## config.mk

```make
export PLATFORM = sky130hd
export DESIGN_NAME = muldiv_seq_flat
export DESIGN_NICKNAME = d
export VERILOG_FILES = /design/src/rtl/muldiv_seq_if.sv /design/src/rtl/muldiv_seq.sv /design/src/flat_wrapper.sv
export SDC_FILE = /design/constraint.sdc
export NUM_CORES = 1
export LEC_CHECK = 0
export CORE_ASPECT_RATIO = 2
export CORE_UTILIZATION = 39
export CTS_BUF_LIST = sky130_fd_sc_hd__clkbuf_8 sky130_fd_sc_hd__clkbuf_16
export CTS_CLUSTER_SIZE = 8
export DETAILED_ROUTE_END_ITERATION = 6
export PLACE_DENSITY = 0.67
export SYNTH_ARGS = -nofsm -noshare
export SYNTH_HDL_FRONTEND = slang
export SYNTH_SLANG_ARGS = --single-unit
```

## constraint.sdc

```tcl
create_clock -name clk -period 4.01 [get_ports clk]
set_input_delay 0.802 -clock clk [delete_from_list [all_inputs] [get_ports clk]]
set_output_delay 0.802 -clock clk [all_outputs]
set_load 0.01 [all_outputs]
```

## src/rtl/muldiv_seq_if.sv

```systemverilog
// Request/response handshake bundle between the execute stage and the RV32M multiply/divide sequencer.
interface muldiv_seq_if #(
    parameter int DWIDTH = 32
);
    logic              in_valid;
    logic              in_ready;
    logic [2:0]        op;
    logic [DWIDTH-1:0] a;
    logic [DWIDTH-1:0] b;
    logic              flush;
    logic              out_valid;
    logic              out_ready;
    logic [DWIDTH-1:0] result;
    logic              busy;

    modport master (
        output in_valid, op, a, b, flush, out_ready,
        input  in_ready, out_valid, result, busy
    );

    modport slave (
        input  in_valid, op, a, b, flush, out_ready,
        output in_ready, out_valid, result, busy
    );
endinterface

```

## src/rtl/muldiv_seq.sv

```systemverilog
// Iterative RV32M multiply/divide: shift-add multiply, restoring divide, one bit per clock,
// operating on magnitudes with a final sign-fix cycle.
module muldiv_seq #(
    parameter int DWIDTH = 32,
    parameter int CNT_W  = $clog2(DWIDTH) + 1
) (
    input  logic        clk,
    input  logic        rst,
    muldiv_seq_if.slave bus
);
    localparam int AW = 2 * DWIDTH + 1;
    localparam logic [CNT_W-1:0]  LAST    = CNT_W'(DWIDTH - 1);
    localparam logic [DWIDTH-1:0] INT_MIN = {1'b1, {(DWIDTH-1){1'b0}}};

    localparam logic [2:0] OP_MUL    = 3'd0;
    localparam logic [2:0] OP_MULH   = 3'd1;
    localparam logic [2:0] OP_MULHSU = 3'd2;
    localparam logic [2:0] OP_MULHU  = 3'd3;
    localparam logic [2:0] OP_DIV    = 3'd4;
    localparam logic [2:0] OP_DIVU   = 3'd5;
    localparam logic [2:0] OP_REM    = 3'd6;
    localparam logic [2:0] OP_REMU   = 3'd7;

    typedef enum logic [1:0] {IDLE, CALC, FIX, DONE} state_e;

    state_e            state_q;
    logic [2:0]        op_q;
    logic              neg_q;
    logic [AW-1:0]     acc_q;
    logic [DWIDTH-1:0] opnd_q;
    logic [CNT_W-1:0]  cnt_q;
    logic [DWIDTH-1:0] result_q;
    logic              out_valid_q;
    logic              in_ready_q;
    logic              busy_q;

    // Operand decode for the acceptance edge
    logic              a_sgn, b_sgn, a_neg, b_neg, neg_d;
    logic [DWIDTH-1:0] a_mag, b_mag;
    logic              special_d;
    logic [DWIDTH-1:0] special_res_d;

    always_comb begin
        a_sgn = (bus.op == OP_MULH) || (bus.op == OP_MULHSU) ||
                (bus.op == OP_DIV)  || (bus.op == OP_REM);
        b_sgn = (bus.op == OP_MULH) || (bus.op == OP_DIV) || (bus.op == OP_REM);
        a_neg = a_sgn && bus.a[DWIDTH-1];
        b_neg = b_sgn && bus.b[DWIDTH-1];
        a_mag = a_neg ? -bus.a : bus.a;
        b_mag = b_neg ? -bus.b : bus.b;
        // Remainder takes the dividend's sign; products and quotients take the XOR
        neg_d = (bus.op == OP_REM) ? a_neg : (a_neg ^ b_neg);

        special_d     = 1'b0;
        special_res_d = '0;
        if (bus.op[2]) begin
            if (bus.b == '0) begin
                special_d     = 1'b1;
                special_res_d = bus.op[1] ? bus.a : '1;
            end else if ((bus.op == OP_DIV || bus.op == OP_REM) &&
                         bus.a == INT_MIN && bus.b == '1) begin
                special_d     = 1'b1;
                special_res_d = bus.op[1] ? '0 : INT_MIN;
            end
        end
    end

    // One iteration of each algorithm; upper half of acc is DWIDTH+1 bits wide
    logic [DWIDTH:0]   mul_sum;
    logic [AW-1:0]     mul_step_d;
    logic [AW-1:0]     div_sh;
    logic [DWIDTH+1:0] div_diff;
    logic [AW-1:0]     div_step_d;

    always_comb begin
        mul_sum    = acc_q[AW-1:DWIDTH] + {1'b0, opnd_q};
        mul_step_d = acc_q[0] ? ({mul_sum, acc_q[DWIDTH-1:0]} >> 1) : (acc_q >> 1);

        div_sh     = {acc_q[AW-2:0], 1'b0};
        div_diff   = {1'b0, div_sh[AW-1:DWIDTH]} - {2'b00, opnd_q};
        div_step_d = div_diff[DWIDTH+1] ? div_sh
                                        : {div_diff[DWIDTH:0], div_sh[DWIDTH-1:1], 1'b1};
    end

    // Sign fix and field select
    logic [2*DWIDTH-1:0] prod_d;
    logic [DWIDTH-1:0]   quo_d, rem_d, fix_res_d;

    always_comb begin
        prod_d = neg_q ? -acc_q[2*DWIDTH-1:0] : acc_q[2*DWIDTH-1:0];
        quo_d  = neg_q ? -acc_q[DWIDTH-1:0] : acc_q[DWIDTH-1:0];
        rem_d  = neg_q ? -acc_q[2*DWIDTH-1:DWIDTH] : acc_q[2*DWIDTH-1:DWIDTH];
        unique case (op_q)
            OP_MUL:                       fix_res_d = prod_d[DWIDTH-1:0];
            OP_MULH, OP_MULHSU, OP_MULHU: fix_res_d = prod_d[2*DWIDTH-1:DWIDTH];
            OP_DIV, OP_DIVU:              fix_res_d = quo_d;
            default:                      fix_res_d = rem_d;
        endcase
    end

    always_ff @(posedge clk) begin
        if (rst) begin
            state_q     <= IDLE;
            op_q        <= '0;
            neg_q       <= 1'b0;
            acc_q       <= '0;
            opnd_q      <= '0;
            cnt_q       <= '0;
            result_q    <= '0;
            out_valid_q <= 1'b0;
            in_ready_q  <= 1'b1;
            busy_q      <= 1'b0;
        end else if (state_q != IDLE && bus.flush) begin
            state_q     <= IDLE;
            out_valid_q <= 1'b0;
            in_ready_q  <= 1'b1;
            busy_q      <= 1'b0;
        end else begin
            unique case (state_q)
                IDLE: begin
                    if (bus.in_valid && !bus.flush) begin
                        op_q       <= bus.op;
                        neg_q      <= neg_d;
                        cnt_q      <= '0;
                        in_ready_q <= 1'b0;
                        busy_q     <= 1'b1;
                        // Divide iterates on the dividend, multiply on the multiplier
                        acc_q      <= {{(DWIDTH+1){1'b0}}, bus.op[2] ? a_mag : b_mag};
                        opnd_q     <= bus.op[2] ? b_mag : a_mag;
                        if (special_d) begin
                            result_q    <= special_res_d;
                            out_valid_q <= 1'b1;
                            state_q     <= DONE;
                        end else begin
                            state_q <= CALC;
                        end
                    end
                end
                CALC: begin
                    acc_q <= op_q[2] ? div_step_d : mul_step_d;
                    cnt_q <= cnt_q + 1'b1;
                    if (cnt_q == LAST) state_q <= FIX;
                end
                FIX: begin
                    result_q    <= fix_res_d;
                    out_valid_q <= 1'b1;
                    state_q     <= DONE;
                end
                DONE: begin
                    if (bus.out_ready) begin
                        out_valid_q <= 1'b0;
                        in_ready_q  <= 1'b1;
                        busy_q      <= 1'b0;
                        state_q     <= IDLE;
                    end
                end
                default: state_q <= IDLE;
            endcase
        end
    end

    assign bus.in_ready  = in_ready_q;
    assign bus.out_valid = out_valid_q;
    assign bus.result    = result_q;
    assign bus.busy      = busy_q;
endmodule

```

## src/flat_wrapper.sv

```systemverilog
// flat-port wrapper written by rule: the top's interface ports become plain ports
module muldiv_seq_flat 
#(
    parameter int DWIDTH = 32,
    parameter int CNT_W  = $clog2(DWIDTH) + 1
)
  (clk, rst, bus_in_valid, bus_op, bus_a, bus_b, bus_flush, bus_out_ready, bus_in_ready, bus_out_valid, bus_result, bus_busy);
  muldiv_seq_if #(.DWIDTH(DWIDTH)) bus_i ();
  input  logic clk;
  input  logic rst;
  input wire logic [$bits(bus_i.in_valid)-1:0] bus_in_valid;
  input wire logic [$bits(bus_i.op)-1:0] bus_op;
  input wire logic [$bits(bus_i.a)-1:0] bus_a;
  input wire logic [$bits(bus_i.b)-1:0] bus_b;
  input wire logic [$bits(bus_i.flush)-1:0] bus_flush;
  input wire logic [$bits(bus_i.out_ready)-1:0] bus_out_ready;
  output wire logic [$bits(bus_i.in_ready)-1:0] bus_in_ready;
  output wire logic [$bits(bus_i.out_valid)-1:0] bus_out_valid;
  output wire logic [$bits(bus_i.result)-1:0] bus_result;
  output wire logic [$bits(bus_i.busy)-1:0] bus_busy;
  assign bus_i.in_valid = bus_in_valid;
  assign bus_i.op = bus_op;
  assign bus_i.a = bus_a;
  assign bus_i.b = bus_b;
  assign bus_i.flush = bus_flush;
  assign bus_i.out_ready = bus_out_ready;
  assign bus_in_ready = bus_i.in_ready;
  assign bus_out_valid = bus_i.out_valid;
  assign bus_result = bus_i.result;
  assign bus_busy = bus_i.busy;
  muldiv_seq #(.DWIDTH(DWIDTH), .CNT_W(CNT_W)) u_core (.clk(clk), .rst(rst), .bus(bus_i));
endmodule
```

==> flow_summary_export.csv, run 1 <==
group,metric,value,unit
run_status,status,"completed",
hold_path,min_path_cells,2,
sta,final-max-slew-violation-count,0,
logic_synthesis,synth_top_area_frac,0.1917,
critical_path,cp_max_fo,9,
global_routing,grt_pass1_wl,101000,um
sta,clock_skew,0.01165,ns
cts,cts_tree,"built",
drt,dr.first_iter.drc_count,1267,
drt,drt-pass1-iter-count,6,
critical_path,critPathRequiredTime,4.38,ns
logic_synthesis,synth_most_common_cell,"nand2_1",
die,die_w,140.9,um
die,die_h,279.7,um
drt,wl_per_cell,24.32,um
logic_synthesis,yosys_most_used_dff,"dfxtp_1",
logic_synthesis,synth_area,15040,um2
drt,routed-via-count,17210,
hold_path,whs_endpoint,"u_core.bus.result[1]$_SDFFE_PP0P_",
die,core,38040,um2
final_layout,antenna_cells,0,
logic_synthesis,synthCells,2101,
cts,clk_path_buf_depth,2,
place,portBuffers,106,
logic_synthesis,ys_seq_area_frac,0.1917,
final_layout,n_fill_cell,3927,
power,leakage,6.978,nW
hold_path,hold_class,"reg -> reg",
cts,numCtsBuffers,17,
place,routabilityCongestion,1.016,
cts,insertion_delay,0.47,ns
die,io_pins,107,
die,initial_core_util,0.3953,
global_routing,antenna_found_initial,0,
critical_path,crit_start,"u_core.acc_q[32]$_SDFFE_PP0P_",
final_layout,fin_util,0.4745,
critical_path,r2r_slack,0.22,ns
logic_synthesis,ys_types,85,
global_routing,grt_pass1_vias,17070,
critical_path,endpoint_kind,"flip-flop",
final_layout,fin_area,18050,um2
sta,max_freq,263.8,MHz
global_routing,overflow,0,
cts,post-cts-setup-buffers,0,
power,p_int,4.039,mW
cts,path_clk_slew,0.07,ns
flow_run,maxCapViolations,0,
logic_synthesis,synthTopCellsByCount,"nand2_1 (204), nor2_1 (198), a21oi_1 (182)",
power,seqPwrFrac,0.246,
critical_path,critical_path_class,"reg -> reg",
logic_synthesis,yosysTopAreaCell,"dfxtp_1",
power,power.density,422.6,nW/um2
power,power.net_switching,3.587,mW
cts,clock-sinks,144,
drt,vias_per_cell,6.214,
logic_synthesis,syn_avg_cell_area,7.158,um2
drt,ant_nets,0,
logic_synthesis,ys_async_sr_fraction,0,
die,num_rows,101,
cts,cts_hold_buf,0,
drt,wl,67380,um
sta,timing.final.crit_share,0.9452,
die,die_area,39400,um2
hold_path,hold_start,"u_core.bus.result[1]$_SDFFE_PP0P_",
drt,drc,0,
global_routing,grt_max_degree,82,
critical_path,startpoint_type,"flip-flop",
critical_path,r2r_end,"u_core.bus.result[28]$_SDFFE_PP0P_",
power,peakVddDrop,0.0003043,V
logic_synthesis,netlist_top_cells_area,"dfxtp_1 (19%), ha_1 (6.3%), xnor2_1 (6.2%)",
sta,rsz0062_at_grt,"no",
final_layout,synthToLayoutAreaGrowth,20.02,%
place,hpwl,54560,um
logic_synthesis,synth_warnings,0,
sta,setup_viol,0,
sta,timing.hold.ws,0.4689,ns
power,total_power,7.627,mW
sta,maxSlewHeadroom,0.2249,
sta,tightest_slew,1.158,ns
critical_path,worstRegToRegCells,11,
power,pwr-share-clk,0.209,
power,swShare,0.4703,
critical_path,arrival,4.16,ns
final_layout,drive_gt1_frac,0.1193,
critical_path,reg2reg_from,"u_core.acc_q[32]$_SDFFE_PP0P_",
logic_synthesis,synth_edf_count,0,
logic_synthesis,synth_nets,2251,
global_routing,track_usage,0.3453,
logic_synthesis,ys_seq_elements,144,
cts,root_buffer,"clkbuf_16",
cts,h-tree-depth,4,
sta,final.min_clock_period,3.790,ns
power,pwr-share-comb,0.545,
place,dpl-instance-area,17480,um2
sta,hold_viol_final,0,
final_layout,fin_nets,2392,
cts,cts_resized,0,
worst max-delay path by stage:
stage | endpoint | slack, ns | cells past startpoint
floorplan | u_core.acc_q[28]$_SDFFE_PP0P_ | 0.71 | 8
global placement | u_core.acc_q[31]$_SDFFE_PP0P_ | 0.09 | 11
detailed placement | u_core.bus.result[23]$_SDFFE_PP0P_ | -0.01 | 10
CTS | u_core.bus.result[28]$_SDFFE_PP0P_ | 0.29 | 11
global route | u_core.bus.result[28]$_SDFFE_PP0P_ | 0.07 | 11
finish | u_core.bus.result[28]$_SDFFE_PP0P_ | 0.22 | 11
state kept, by name (all words and copies together), names as in the netlist:
name                  cells
u_core.bus.busy           1
u_core.opnd_q            32
u_core.bus.result        32
u_core.acc_q             65
u_core.bus.out_valid      1
u_core.op_q               3
u_core.state_q            2
u_core.neg_q              1
u_core.bus.in_ready       1
u_core.cnt_q              6
area by class of cell:
cell class	count	area, um2	area share
multi-input combinational	1722	11280	0.6248
sequential	144	2887	0.1599
timing repair buffer	273	2357	0.1306
tap	515	644.4	0.03570
clock buffer	17	425.4	0.02357
inverter	84	315.3	0.01747
clock inverter	15	142.6	0.007903
placed cells by master, fill, tap and decap left out, drive strengths merged, types with 75 or more instances in the layout:
master and n:
a21oi 182, o21ai 146, buf 169, dfxtp 144, inv 92, nand2 204
clkdlybuf4s50 104, nor2 198, a211oi 75, xnor2 107, ha 76
worst max-delay path: stages (launching register included):
cell      delay [ns]
dfxtp_1         0.43
buf_4           0.21
inv_1           0.11
ha_1            0.20
nor3b_1         0.54
nand3_1         0.24
or3_1           0.49
or4_1           0.60
o21ai_0         0.22
o41ai_1         0.11
o31a_1          0.31
a211oi_1        0.24
layer usage:
layer  GRT usage  up-vias  routed length (um)
met5           0        -                   0
met4      0.3632        0                8012
met3     0.04513      324                2999
met2      0.6391      732               34820
met1      0.3093     8164               21550
li1            -     7994                   -
cells by family after synthesis:
group / share of synthesized area
buf+inv: 0.06074
xor+xnor: 0.1025
fa+ha+maj: 0.06590
simple gates: 0.2224
mux: 0.04609
flops: 0.1917
compound gates: 0.3107
power groups by stage:
| stage | clock (mW) | combinational, mW | sequential (mW) |
|---|---|---|---|
| 6_report | 1.59 | 4.16 | 1.88 |
| 4_1_cts | 1.61 | 4.10 | 1.87 |
| 5_1_grt | 1.65 | 4.46 | 1.89 |
| 3_5_place_dp | 0 | 4.07 | 1.90 |
| 3_3_place_gp | 0 | 4.03 | 1.89 |
| 2_1_floorplan | 0 | 2.58 | 1.79 |
stage by stage:
| stage | setup WS (ns) | std cells | TNS [ns] |
|---|---|---|---|
| after floorplan | 0.7103 | 2101 | 0 |
| after global placement | 0.08596 | 2738 | 0 |
| after detailed placement | -0.009840 | 2738 | -0.009840 |
| after CTS | 0.2855 | 2770 | 0 |
| after global routing | 0.06612 | 2770 | 0 |
| final | 0.2199 | 2770 | 0 |
Power figures use the tool's default switching activity.
==> inputs of run 2 (changes only) <==
RECOVER_POWER = 100   (was unset)
==> run 2 against run 1 <==
Effect of this change: the run now ends with max-capacitance violations, max-slew violations left; global-route usage stayed put; power shrank 0.86%; die area stayed put; sequential share of layout area up 0.093 points; highest routed layer unchanged; largest power group unchanged; maximum frequency down 0.20%; sequential power hardly changed; sequential cell count unchanged; worst hold slack lost 0.0024 ns; combinational power shrank 1%; non-clock buffer count is the same.
==> flow_summary_export.csv, run 2 (synthesized netlist as in run 1, its figures left out) <==
group,metric,value,unit
sta,clock_skew,0.01182,ns
critical_path,critical_path_class,"reg -> reg",
critical_path,arrival,4.16,ns
place,portBuffers,106,
drt,dr.first_iter.drc_count,1266,
sta,final-max-slew-violation-count,102,
final_layout,multi_input_area,11260,um2
drt,vias_per_cell,6.194,
run_status,status,"finished with violations",
critical_path,startpoint_type,"flip-flop",
sta,rsz0062_at_grt,"no",
power,total_power,7.561,mW
place,hpwl,54560,um
cts,cts_tree,"built",
cts,root_buffer,"clkbuf_16",
global_routing,grt_max_degree,82,
drt,wl_per_cell,24.30,um
sta,max_freq,263.3,MHz
die,num_rows,101,
global_routing,grt_pass1_vias,17070,
final_layout,largest_register,"u_core.acc_q",
final_layout,final_cell_mix,"nand2_1 (204), nor2_1 (197), a21oi_1 (181)",
drt,wl,67300,um
cts,numCtsBuffers,17,
final_layout,fin_util,0.4718,
final_layout,fin_nets,2392,
power,power.density,421.3,nW/um2
critical_path,endpoint_kind,"flip-flop",
drt,routed-via-count,17160,
final_layout,antenna_cells,0,
sta,timing.final.crit_share,0.9471,
power,leakage,7.013,nW
die,die_area,39400,um2
power,peakVddDrop,0.0002964,V
drt,drc,0,
final_layout,register_area,2887,um2
die,core,38040,um2
die,initial_core_util,0.3953,
hold_path,hold_start,"u_core.bus.result[1]$_SDFFE_PP0P_",
final_layout,largest_reg_flops,65,
cts,h-tree-depth,4,
sta,timing.hold.ws,0.4665,ns
critical_path,crit_chain,"clkbuf_1, inv_1, ha_1, nor3b_1, nand3_1, or3_1, or4_1, o21ai_0, o41ai_1, o31a_1, a211oi_1",
final_layout,n_fill_cell,3956,
hold_path,whs_endpoint,"u_core.bus.result[1]$_SDFFE_PP0P_",
cts,clk_path_buf_depth,2,
die,die_w,140.9,um
cts,cts_resized,0,
flow_run,maxCapViolations,3,
run_status,violations,"max-capacitance violations, max-slew violations",
die,io_pins,107,
sta,maxSlewHeadroom,-0.2753,
cts,insertion_delay,0.46,ns
sta,fin_setup_tns,0,ns
cts,cts_hold_buf,0,
sta,setup_viol,0,
critical_path,r2r_slack,0.21,ns
critical_path,cpMaxStageDelayCell,"or4_1",
final_layout,synthToLayoutAreaGrowth,19.33,%
hold_path,min_path_cells,2,
critical_path,reg2reg_from,"u_core.acc_q[32]$_SDFFE_PP0P_",
hold_path,hold_class,"reg -> reg",
die,die_h,279.7,um
cts,post-cts-setup-buffers,0,
place,routabilityCongestion,1.016,
global_routing,antenna_found_initial,0,
cts,clock-sinks,144,
sta,hold_viol_final,0,
global_routing,track_usage,0.3453,
sta,tightest_slew,1.913,ns
final_layout,fin_area,17940,um2
sta,final.min_clock_period,3.798,ns
place,dpl-instance-area,17480,um2
critical_path,max_stage_delay,0.60,ns
critical_path,critPathRequiredTime,4.37,ns
cts,path_clk_slew,0.07,ns
final_layout,drive_gt1_frac,0.1086,
global_routing,overflow,0,
critical_path,worstRegToRegCells,11,
drt,ant_nets,0,
final_layout,final_common_cell,"nand2_1",
critical_path,cp_max_fo,9,
global_routing,grt_pass1_wl,101000,um
critical_path,r2r_end,"u_core.bus.result[28]$_SDFFE_PP0P_",
drt,drt-pass1-iter-count,6,
[run 2: cell types whose count changed in the layout (fill, tap and decap cells not counted), moves of 3 or more]
cell / before / now
buf_4: 164 / 141
clkbuf_4: 0 / 3
clkdlybuf4s50_1: 104 / 67
dlygate4sd3_1: 0 / 37
clkbuf_1: 0 / 20
[run 2: cell type report]
class	instances	area share
clock buffers	17	0.02371
clock inverters	15	0.007949
inverters	84	0.01757
multi-input cells	1722	0.6277
flip-flops and latches	144	0.1609
well taps	515	0.03591
repair buffers	273	0.1263
[run 2: how the worst max path moves through the flow]
stage | slack [ns] | cells after the start | endpoint | startpoint
floorplan | 0.71 | 8 | u_core.acc_q[28]$_SDFFE_PP0P_ | bus_a[4]
global placement | 0.09 | 11 | u_core.acc_q[31]$_SDFFE_PP0P_ | bus_a[8]
detailed placement | -0.01 | 10 | u_core.bus.result[23]$_SDFFE_PP0P_ | bus_b[8]
CTS | 0.29 | 11 | u_core.bus.result[28]$_SDFFE_PP0P_ | u_core.acc_q[32]$_SDFFE_PP0P_
global route | 0.05 | 14 | u_core.acc_q[40]$_SDFFE_PP0P_ | u_core.opnd_q[6]$_SDFFE_PP0P_
finish | 0.21 | 11 | u_core.bus.result[28]$_SDFFE_PP0P_ | u_core.acc_q[32]$_SDFFE_PP0P_
[run 2: where the power goes]
group	total, mW	internal [mW]	switching, mW	leakage (nW)
clock	1.59	0.823	0.766	0.276
sequential	1.87	1.61	0.261	1.17
combinational	4.10	1.55	2.55	5.57
total	7.56	3.98	3.58	7.01
[run 2: stage by stage]
step	instances	setup slack (ns)
2_1_floorplan	2101	0.7103
3_3_place_gp	2738	0.08596
3_5_place_dp	2738	-0.009840
4_1_cts	2770	0.2855
5_1_grt	2770	0.04821
6_report	2770	0.2122
[run 2: critical path: cells and delay by family, from the launching register on]
family,cells,cell delay (ns)
compound gates,4,0.86
fa+ha+maj,1,0.20
buf+inv,2,0.33
flops,1,0.43
simple gates,4,1.87
[run 2: per-layer routing]
metal | vias to the layer above | routed length, um | global-route usage | share of wire
met5 | - | 0 | 0 | 0
met3 | 317 | 3111 | 0.04513 | 0.046
met4 | 0 | 8023 | 0.3632 | 0.12
li1 | 7993 | - | - | -
met2 | 726 | 34730 | 0.6391 | 0.52
met1 | 8121 | 21440 | 0.3093 | 0.32
